===== src/rtl/button_debounce_multi_if.sv =====
// Button conditioner bus: raw button inputs in, conditioned level and pulses out.
interface button_debounce_multi_if #(
    parameter int unsigned N_BTN = 5
);
    logic [N_BTN-1:0] i_btn;
    logic [N_BTN-1:0] o_level;
    logic [N_BTN-1:0] o_press;
    logic [N_BTN-1:0] o_release;
    logic [N_BTN-1:0] o_repeat;

    // Button/consumer side drives the raw buttons and reads the results.
    modport master (
        output i_btn,
        input  o_level,
        input  o_press,
        input  o_release,
        input  o_repeat
    );

    // Conditioner side.
    modport slave (
        input  i_btn,
        output o_level,
        output o_press,
        output o_release,
        output o_repeat
    );
endinterface


===== src/rtl/button_debounce_multi.sv =====
// Multi-channel button conditioner: 2-FF sync, tick-sampled symmetric debounce with
// hysteresis, one-clock press/release pulses and hold-to-auto-repeat per channel.
module button_debounce_multi #(
    parameter int unsigned N_BTN        = 5,
    parameter int unsigned TICK_DIV     = 100,
    parameter int unsigned N_SAMPLE     = 4,
    parameter int unsigned LONG_TICKS   = 500,
    parameter int unsigned REPEAT_TICKS = 100
) (
    input  logic                    clk,
    input  logic                    rst,
    button_debounce_multi_if.slave  bus
);
    localparam int unsigned TW       = $clog2(TICK_DIV);
    localparam int unsigned HOLD_MAX = (LONG_TICKS > REPEAT_TICKS) ? LONG_TICKS : REPEAT_TICKS;
    localparam int unsigned HW       = $clog2(HOLD_MAX + 1);

    localparam logic [TW-1:0] TICK_LAST = TW'(TICK_DIV - 1);
    localparam logic [HW-1:0] LONG_C    = HW'(LONG_TICKS);
    localparam logic [HW-1:0] REP_C     = HW'(REPEAT_TICKS);
    localparam logic [HW-1:0] HOLD_ONE  = HW'(1);

    typedef enum logic [1:0] {StIdle, StHeld, StRepeat} state_e;

    logic [TW-1:0]       tick_cnt_q;
    logic                tick;
    logic [N_BTN-1:0]    sync1_q, sync2_q;
    logic [N_SAMPLE-1:0] samp_q [N_BTN];
    logic [N_SAMPLE-1:0] samp_d [N_BTN];
    logic [N_BTN-1:0]    all_ones, all_zeros;
    state_e              state_q [N_BTN];
    logic [HW-1:0]       hold_q [N_BTN];
    logic [N_BTN-1:0]    level_q, press_q, rel_q, rpt_q;

    assign tick = (tick_cnt_q == TICK_LAST);

    // Shared sample-tick divider, wraps after the tick cycle.
    always_ff @(posedge clk) begin
        if (rst || tick) begin
            tick_cnt_q <= '0;
        end else begin
            tick_cnt_q <= tick_cnt_q + 1'b1;
        end
    end

    // Two-stage synchroniser for the asynchronous button inputs.
    always_ff @(posedge clk) begin
        if (rst) begin
            sync1_q <= '0;
            sync2_q <= '0;
        end else begin
            sync1_q <= bus.i_btn;
            sync2_q <= sync1_q;
        end
    end

    // Next sample window (newest in MSB) and its unanimity flags.
    always_comb begin
        for (int i = 0; i < N_BTN; i++) begin
            samp_d[i]    = {sync2_q[i], samp_q[i][N_SAMPLE-1:1]};
            all_ones[i]  = &samp_d[i];
            all_zeros[i] = ~|samp_d[i];
        end
    end

    // Debounce + per-channel IDLE/HELD/REPEAT FSM with registered pulse outputs.
    // Level edges are checked first so a release suppresses a coincident repeat.
    always_ff @(posedge clk) begin
        if (rst) begin
            for (int i = 0; i < N_BTN; i++) begin
                samp_q[i]  <= '0;
                state_q[i] <= StIdle;
                hold_q[i]  <= '0;
            end
            level_q <= '0;
            press_q <= '0;
            rel_q   <= '0;
            rpt_q   <= '0;
        end else begin
            press_q <= '0;
            rel_q   <= '0;
            rpt_q   <= '0;
            if (tick) begin
                for (int i = 0; i < N_BTN; i++) begin
                    samp_q[i] <= samp_d[i];
                    if (!level_q[i] && all_ones[i]) begin
                        level_q[i] <= 1'b1;
                        press_q[i] <= 1'b1;
                        state_q[i] <= StHeld;
                        hold_q[i]  <= '0;
                    end else if (level_q[i] && all_zeros[i]) begin
                        level_q[i] <= 1'b0;
                        rel_q[i]   <= 1'b1;
                        state_q[i] <= StIdle;
                        hold_q[i]  <= '0;
                    end else begin
                        unique case (state_q[i])
                            StHeld: begin
                                if (LONG_TICKS != 0) begin
                                    if (hold_q[i] + HOLD_ONE == LONG_C) begin
                                        rpt_q[i]   <= 1'b1;
                                        hold_q[i]  <= '0;
                                        state_q[i] <= StRepeat;
                                    end else begin
                                        hold_q[i] <= hold_q[i] + HOLD_ONE;
                                    end
                                end
                            end
                            StRepeat: begin
                                if (hold_q[i] + HOLD_ONE == REP_C) begin
                                    rpt_q[i]  <= 1'b1;
                                    hold_q[i] <= '0;
                                end else begin
                                    hold_q[i] <= hold_q[i] + HOLD_ONE;
                                end
                            end
                            default: ;
                        endcase
                    end
                end
            end
        end
    end

    assign bus.o_level   = level_q;
    assign bus.o_press   = press_q;
    assign bus.o_release = rel_q;
    assign bus.o_repeat  = rpt_q;

endmodule


===== src/flat_wrapper.sv =====
// flat-port wrapper written by rule: the top's interface ports become plain ports
module button_debounce_multi_flat 
#(
    parameter int unsigned N_BTN        = 5,
    parameter int unsigned TICK_DIV     = 100,
    parameter int unsigned N_SAMPLE     = 4,
    parameter int unsigned LONG_TICKS   = 500,
    parameter int unsigned REPEAT_TICKS = 100
)
  (clk, rst, bus_i_btn, bus_o_level, bus_o_press, bus_o_release, bus_o_repeat);
  button_debounce_multi_if #(.N_BTN(N_BTN)) bus_i ();
  input  logic clk;
  input  logic rst;
  input wire logic [$bits(bus_i.i_btn)-1:0] bus_i_btn;
  output wire logic [$bits(bus_i.o_level)-1:0] bus_o_level;
  output wire logic [$bits(bus_i.o_press)-1:0] bus_o_press;
  output wire logic [$bits(bus_i.o_release)-1:0] bus_o_release;
  output wire logic [$bits(bus_i.o_repeat)-1:0] bus_o_repeat;
  assign bus_i.i_btn = bus_i_btn;
  assign bus_o_level = bus_i.o_level;
  assign bus_o_press = bus_i.o_press;
  assign bus_o_release = bus_i.o_release;
  assign bus_o_repeat = bus_i.o_repeat;
  button_debounce_multi #(.N_BTN(N_BTN), .TICK_DIV(TICK_DIV), .N_SAMPLE(N_SAMPLE), .LONG_TICKS(LONG_TICKS), .REPEAT_TICKS(REPEAT_TICKS)) u_core (.clk(clk), .rst(rst), .bus(bus_i));
endmodule

===== config.mk =====
export PLATFORM = sky130hd
export DESIGN_NAME = button_debounce_multi_flat
export DESIGN_NICKNAME = d
export VERILOG_FILES = /design/src/rtl/button_debounce_multi_if.sv /design/src/rtl/button_debounce_multi.sv /design/src/flat_wrapper.sv
export SDC_FILE = /design/constraint.sdc
export NUM_CORES = 1
export LEC_CHECK = 0
export BUFFER_PORTS_ARGS = -buffer_cell sky130_fd_sc_hd__buf_4
export CORE_ASPECT_RATIO = 0.9
export CORE_MARGIN = 1.5
export CORE_UTILIZATION = 58
export CTS_BUF_LIST = sky130_fd_sc_hd__clkbuf_2
export DETAILED_ROUTE_END_ITERATION = 8
export HOLD_SLACK_MARGIN = 0.12
export PLACE_DENSITY = 0.79
export SLEW_MARGIN = 20
export SYNTH_ARGS = -nofsm -noshare
export SYNTH_HDL_FRONTEND = slang
export SYNTH_SLANG_ARGS = --single-unit

===== constraint.sdc =====
create_clock -name clk -period 2.6 [get_ports clk]
set_input_delay 0.65 -clock clk [delete_from_list [all_inputs] [get_ports clk]]
set_output_delay 0.65 -clock clk [all_outputs]
set_load 0.05 [all_outputs]

* Word level (Yosys, flattened, before mapping)
Memory sizes are Yosys's and may differ from the RTL's.
Cells that the tools add are included.
** Storage, ports and cells
- Register bits after elaboration :: 37
- RAM bits :: 75
- Input port bits :: 7
- Output and inout port bits :: 20
- Word-level logic and storage cells :: 398
- Memories kept :: 3
** Operators by class
- Add/sub/neg operators :: 6
- Eq/ne operators :: 21
- Multiplexer cells :: 255
- Bitwise logic cells :: 51
- Reduce and logical (&&, ||, !) cells :: 47
** Memory list
- u_core.hold_q :: words 5, width 9, rd ports 5, clocked after Yosys merged registers in 0, wr ports 5, RTL line button_debounce_multi.sv:32 : logic [HW-1:0] hold_q [N_BTN];
- u_core.samp_q :: words 5, width 4, rd ports 5, clocked after Yosys merged registers in 0, wr ports 5, RTL line button_debounce_multi.sv:28 : logic [N_SAMPLE-1:0] samp_q [N_BTN];
- u_core.state_q :: words 5, width 2, rd ports 5, clocked after Yosys merged registers in 0, wr ports 5, RTL line button_debounce_multi.sv:31 : state_e state_q [N_BTN];
** Operators by type and width (number)
- $mux 9 :: 30
- $mux 1 :: 200
- $or 1x1->1 :: 50
- $add 9x1->9 const B :: 5
- $eq 9x7->1 const B :: 5
- $eq 9x9->1 const B :: 5
- $reduce_or 4->1 :: 10
- $mux 2 :: 15
- $mux 4 :: 5
- $reduce_and 4->1 :: 5
- $eq 2x1->1 const B :: 5
- $eq 2x2->1 const B :: 5
- $logic_and 1x1->1 :: 10
- $logic_not 1->1 :: 10
- $pmux 1 s2 :: 5
- $reduce_and 2->1 :: 5
- $reduce_bool 2->1 :: 5
- $add 7x1->7 const B :: 1
- $eq 7x7->1 const B :: 1
- $reduce_or 2->1 :: 1
- $logic_or 1x1->1 :: 1
- $not 1->1 :: 1

* Logic depth before layout (Yosys ltp)
- Depth after elaboration :: 13
- Depth in mapped cells :: 10
- Mapped depth without buffers :: 8

* Least setup slack after synthesis
Ideal clock, no wire load.
- Kind :: register to register
- Start point :: memory u_core.hold_q[3][0] (netlist bit)
- End point :: memory u_core.hold_q[3][0] (netlist bit), enable pin
- Setup time :: 0.299 ns
- Arrival :: 2.555 ns
- Data required time :: 2.301 ns
- Path slack :: -0.254 ns
- Stages on the path, launching flop included :: 9
- Buffers on the path :: 1
- Clock period less this slack :: 2.854 ns
- Cells stage by stage :: edfxtp_1 ha_1 clkbuf_1 a21oi_1 o311ai_0 a311o_1 nor4b_4 or3_2 or3_1
** RTL lines (RTL line)
- start, declared :: button_debounce_multi.sv:32

==> qor.yml <==
global_route:
  grt_pass1_wl_um: 20800
  grt_pass1_vias: 4379
  antenna_found_initial: 0
  grt_use_met3_pct: 4.74
  grt_max_degree: 21
  gr-total-overflow: 0
  grt_use_total_pct: 24.6
  grtUsageMet1_pct: 33.9
  grt.busiest_layer: "met2"
  use_met2_pct: 39.8
cts:
  cts.htree.levels: 3
  clockBufferDepth: 2
  path_clk_slew_ns: 0.28
  hold_buffers: 0
  cts_buffers: 9
  numClockSinks: 107
  cts_tree: "built"
  clock_latency_ns: 0.59
  cts_root_buffer: "clkbuf_2"
finish:
  final_util_pct: 68.9
  syn2layout_area_growth_pct: 15.5
  seqCellArea_um2: 2830
  fill_cells: 759
  multiInputGateArea_um2: 2880
  drive_gt1_share_pct: 18.7
  layout.nets: 682
  fin_area_um2: 6690
  diodes: 0
power:
  p_per_area_nw_per_um2: 443
  p_leak_nw: 2.60
  total_power_w: 0.00296
  peakVddDrop_uv: 286
setup_path:
  path_cells: "buf_4 > nand2_2 > or4_1 > a311o_2 > o31ai_4 > a21boi_2 > or3_4"
  critPathLaunchType: "register"
  criticalPathCategory: "reg2reg"
  worstRegToRegCells: 7
  reg2reg_slack_ns: -0.008
  path_max_fanout: 5
  crit_required_ns: 2.98
  worst_path_max_delay_cell: "or4_1"
  crit_path_end_kind: "register"
  cpPeakStageDelay_ns: 0.51
  r2r_end: "u_core.hold_q[3][6]"
  crit_arrival_ns: 2.98
  path_delay_family: "simple AND/OR/NAND/NOR gates"
  crit_buf_inv: 1
  worstReg2RegStart: "u_core.hold_q[3][1]"
status:
  status: "finished, violations left"
  failed_checks: "setup timing"
drt:
  vias: 4652
  drt-total-wl_um: 12500
  drt-initial-drc-count: 245
  first_pass_iters: 5
  wl_per_cell_um: 15.9
  drc: 0
  vias_per_cell: 5.93
  ant_nets: 0
min_path:
  hold_start: "bus_i_btn[3]"
  hold_path_depth: 2
  hp-class: "in2reg"
  min_to: "u_core.sync1_q[3]"
synthesis:
  ys_async_sr_fraction_pct: 0
  yosysSeqAreaShare_pct: 49.0
  synth_top_area_cell: "edfxtp_1"
  ys_warn_count: 0
  syn-cell-area_um2: 5790
  netlist_top_cells_count: "edfxtp_1 (69), nor2_1 (64), nand2_1 (46)"
  avgSynthCellArea_um2: 9.89
  synth_ff_type: "edfxtp_1"
  syn_inst: 585
  syn-num-nets: 613
  synth-edff-count: 69
  yosys.cell_types.count: 64
  ys_seq_elements: 107
  synth_top_area_share_pct: 35.8
  yosys-top-cells-area: "edfxtp_1 (36%), dfxtp_1 (13%), ha_1 (4.5%)"
  synth.most_common_cell: "edfxtp_1"
timing:
  slew_headroom_pct: 69.2
  max_freq_mhz: 383
  hold_viol: 0
  clock-skew-final_ns: 0.0102
  rsz0062_at_grt: "true"
  setup_slack_ns: -0.00815
  fin_crit_ns: 2.61
  setup_violations: 2
  hold_slack_ns: 0.250
  worst_pin_slew_ns: 0.457
  fin_crit_sh_pct: 100
  drv_slew: 0
floorplanning:
  io_pins: 27
  num_rows: 34
  die-width_um: 108
  core_um2: 9700
  dieArea_um2: 10600
  die_y_um: 97.8
  start_util_pct: 59.7
placement:
  port_buffers: 26
  place_ws_ns: -0.0776
  gp_congestion: 0.928
  placed_area_um2: 6430
  dp_hpwl_um: 9040
job:
  drv_cap: 0
final cells by class:
| type | count | area share [%] |
|---|---|---|
| multi-input combinational | 433 | 43.1 |
| sequential | 107 | 42.4 |
| timing repair buffer | 80 | 9.41 |
| tap | 126 | 2.36 |
| inverter | 23 | 1.29 |
| clock buffer | 10 | 0.749 |
| clock inverter | 5 | 0.730 |
what timing repair did:
item                       in CTS  in global routing
gates cloned                    1                  0
setup endpoints to repair      12                 16
gates resized for setup         8                 14
buffers inserted                6                  1
pin swaps                       5                  7
per-stage QoR:
step	TNS (ns)	instances
after floorplan	0	585
after global placement	0	761
after detailed placement	-0.695	761
after CTS	0	783
after global routing	-0.468	784
final	-0.0154	784
report_power, final:
group / internal, W / leakage (nW) / switching [W]
clock: 0.000146 / 0.0660 / 0.000561
combinational: 0.000145 / 1.57 / 0.000166
sequential: 0.00187 / 0.964 / 0.0000689
total: 0.00216 / 2.60 / 0.000796
logic make-up (layout without fill, tap and decap cells):
kind of cell    Yosys count  count (layout)  synth area share [%]
buf+inv                  46             118                  3.13
compound gates           81              81                  9.75
flops                   107             107                  49.0
xor+xnor                 41              41                  6.21
simple gates            286             287                  26.9
fa+ha+maj                21              21                  4.54
mux                       3               3                 0.519
placed cells by master, fill, tap and decap left out, types with 3 or more instances in the layout:
cell | netlist | layout
a21boi_0 | 3 | 3
nand3b_1 | 4 | 4
a21o_1 | 3 | 3
or3_1 | 7 | 6
and3_1 | 26 | 26
nand4_1 | 9 | 9
nor2_1 | 64 | 64
xnor2_1 | 19 | 19
a211o_1 | 5 | 5
dfxtp_1 | 38 | 37
a21oi_1 | 22 | 20
nor3_1 | 33 | 33
and4_1 | 5 | 4
a31oi_1 | 3 | 3
and4b_1 | 3 | 3
ha_1 | 21 | 19
nor4_1 | 6 | 6
clkinv_4 | 0 | 3
xor2_1 | 22 | 22
inv_1 | 22 | 22
a211oi_2 | 2 | 4
clkbuf_2 | 0 | 10
or3_4 | 0 | 3
o32ai_1 | 4 | 3
nand2_1 | 46 | 46
a41oi_1 | 3 | 3
buf_4 | 2 | 77
o21ai_0 | 12 | 12
o21a_1 | 3 | 3
and2_1 | 4 | 4
edfxtp_1 | 69 | 69
nand3_1 | 28 | 28
and3b_1 | 5 | 5
nand4b_1 | 6 | 6
nor2b_1 | 16 | 16
nand2b_1 | 8 | 8
o31ai_1 | 4 | 3
mux2i_1 | 3 | 3
nor3b_1 | 5 | 5
flip-flops by register name, indices dropped and copies added, names as in the netlist:
register / flops
u_core.tick_cnt_q: 7
u_core.bus.o_press: 5
u_core.sync1_q: 5
u_core.bus.o_level: 5
u_core.bus.o_release: 5
u_core.state_q: 10
u_core.samp_q: 15
u_core.sync2_q: 5
u_core.hold_q: 45
u_core.bus.o_repeat: 5
how the worst max path moves through the flow:
stage / start / end / cells past startpoint
global placement: u_core.hold_q[3][0] / u_core.hold_q[3][2] / 7
CTS: u_core.hold_q[3][1] / u_core.hold_q[3][6] / 8
detailed placement: u_core.hold_q[3][0] / u_core.hold_q[3][3] / 7
global route: u_core.hold_q[3][1] / u_core.hold_q[3][8] / 7
floorplan: u_core.hold_q[3][0] / u_core.hold_q[3][0] / 8
finish: u_core.hold_q[3][1] / u_core.hold_q[3][6] / 7
routing by layer:
metal	part of all wire [%]	wire (um)
met5	0	0
met4	1.1	135
met1	45	5570
met2	49	6120
met3	5.5	683
worst register-to-register path: stages, from the launching register on:
cell      delay, ns
edfxtp_1       0.46
buf_4          0.14
nand2_2        0.05
or4_1          0.51
a311o_2        0.40
o31ai_4        0.28
a21boi_2       0.12
or3_4          0.43
Power figures use the tool's default switching activity.
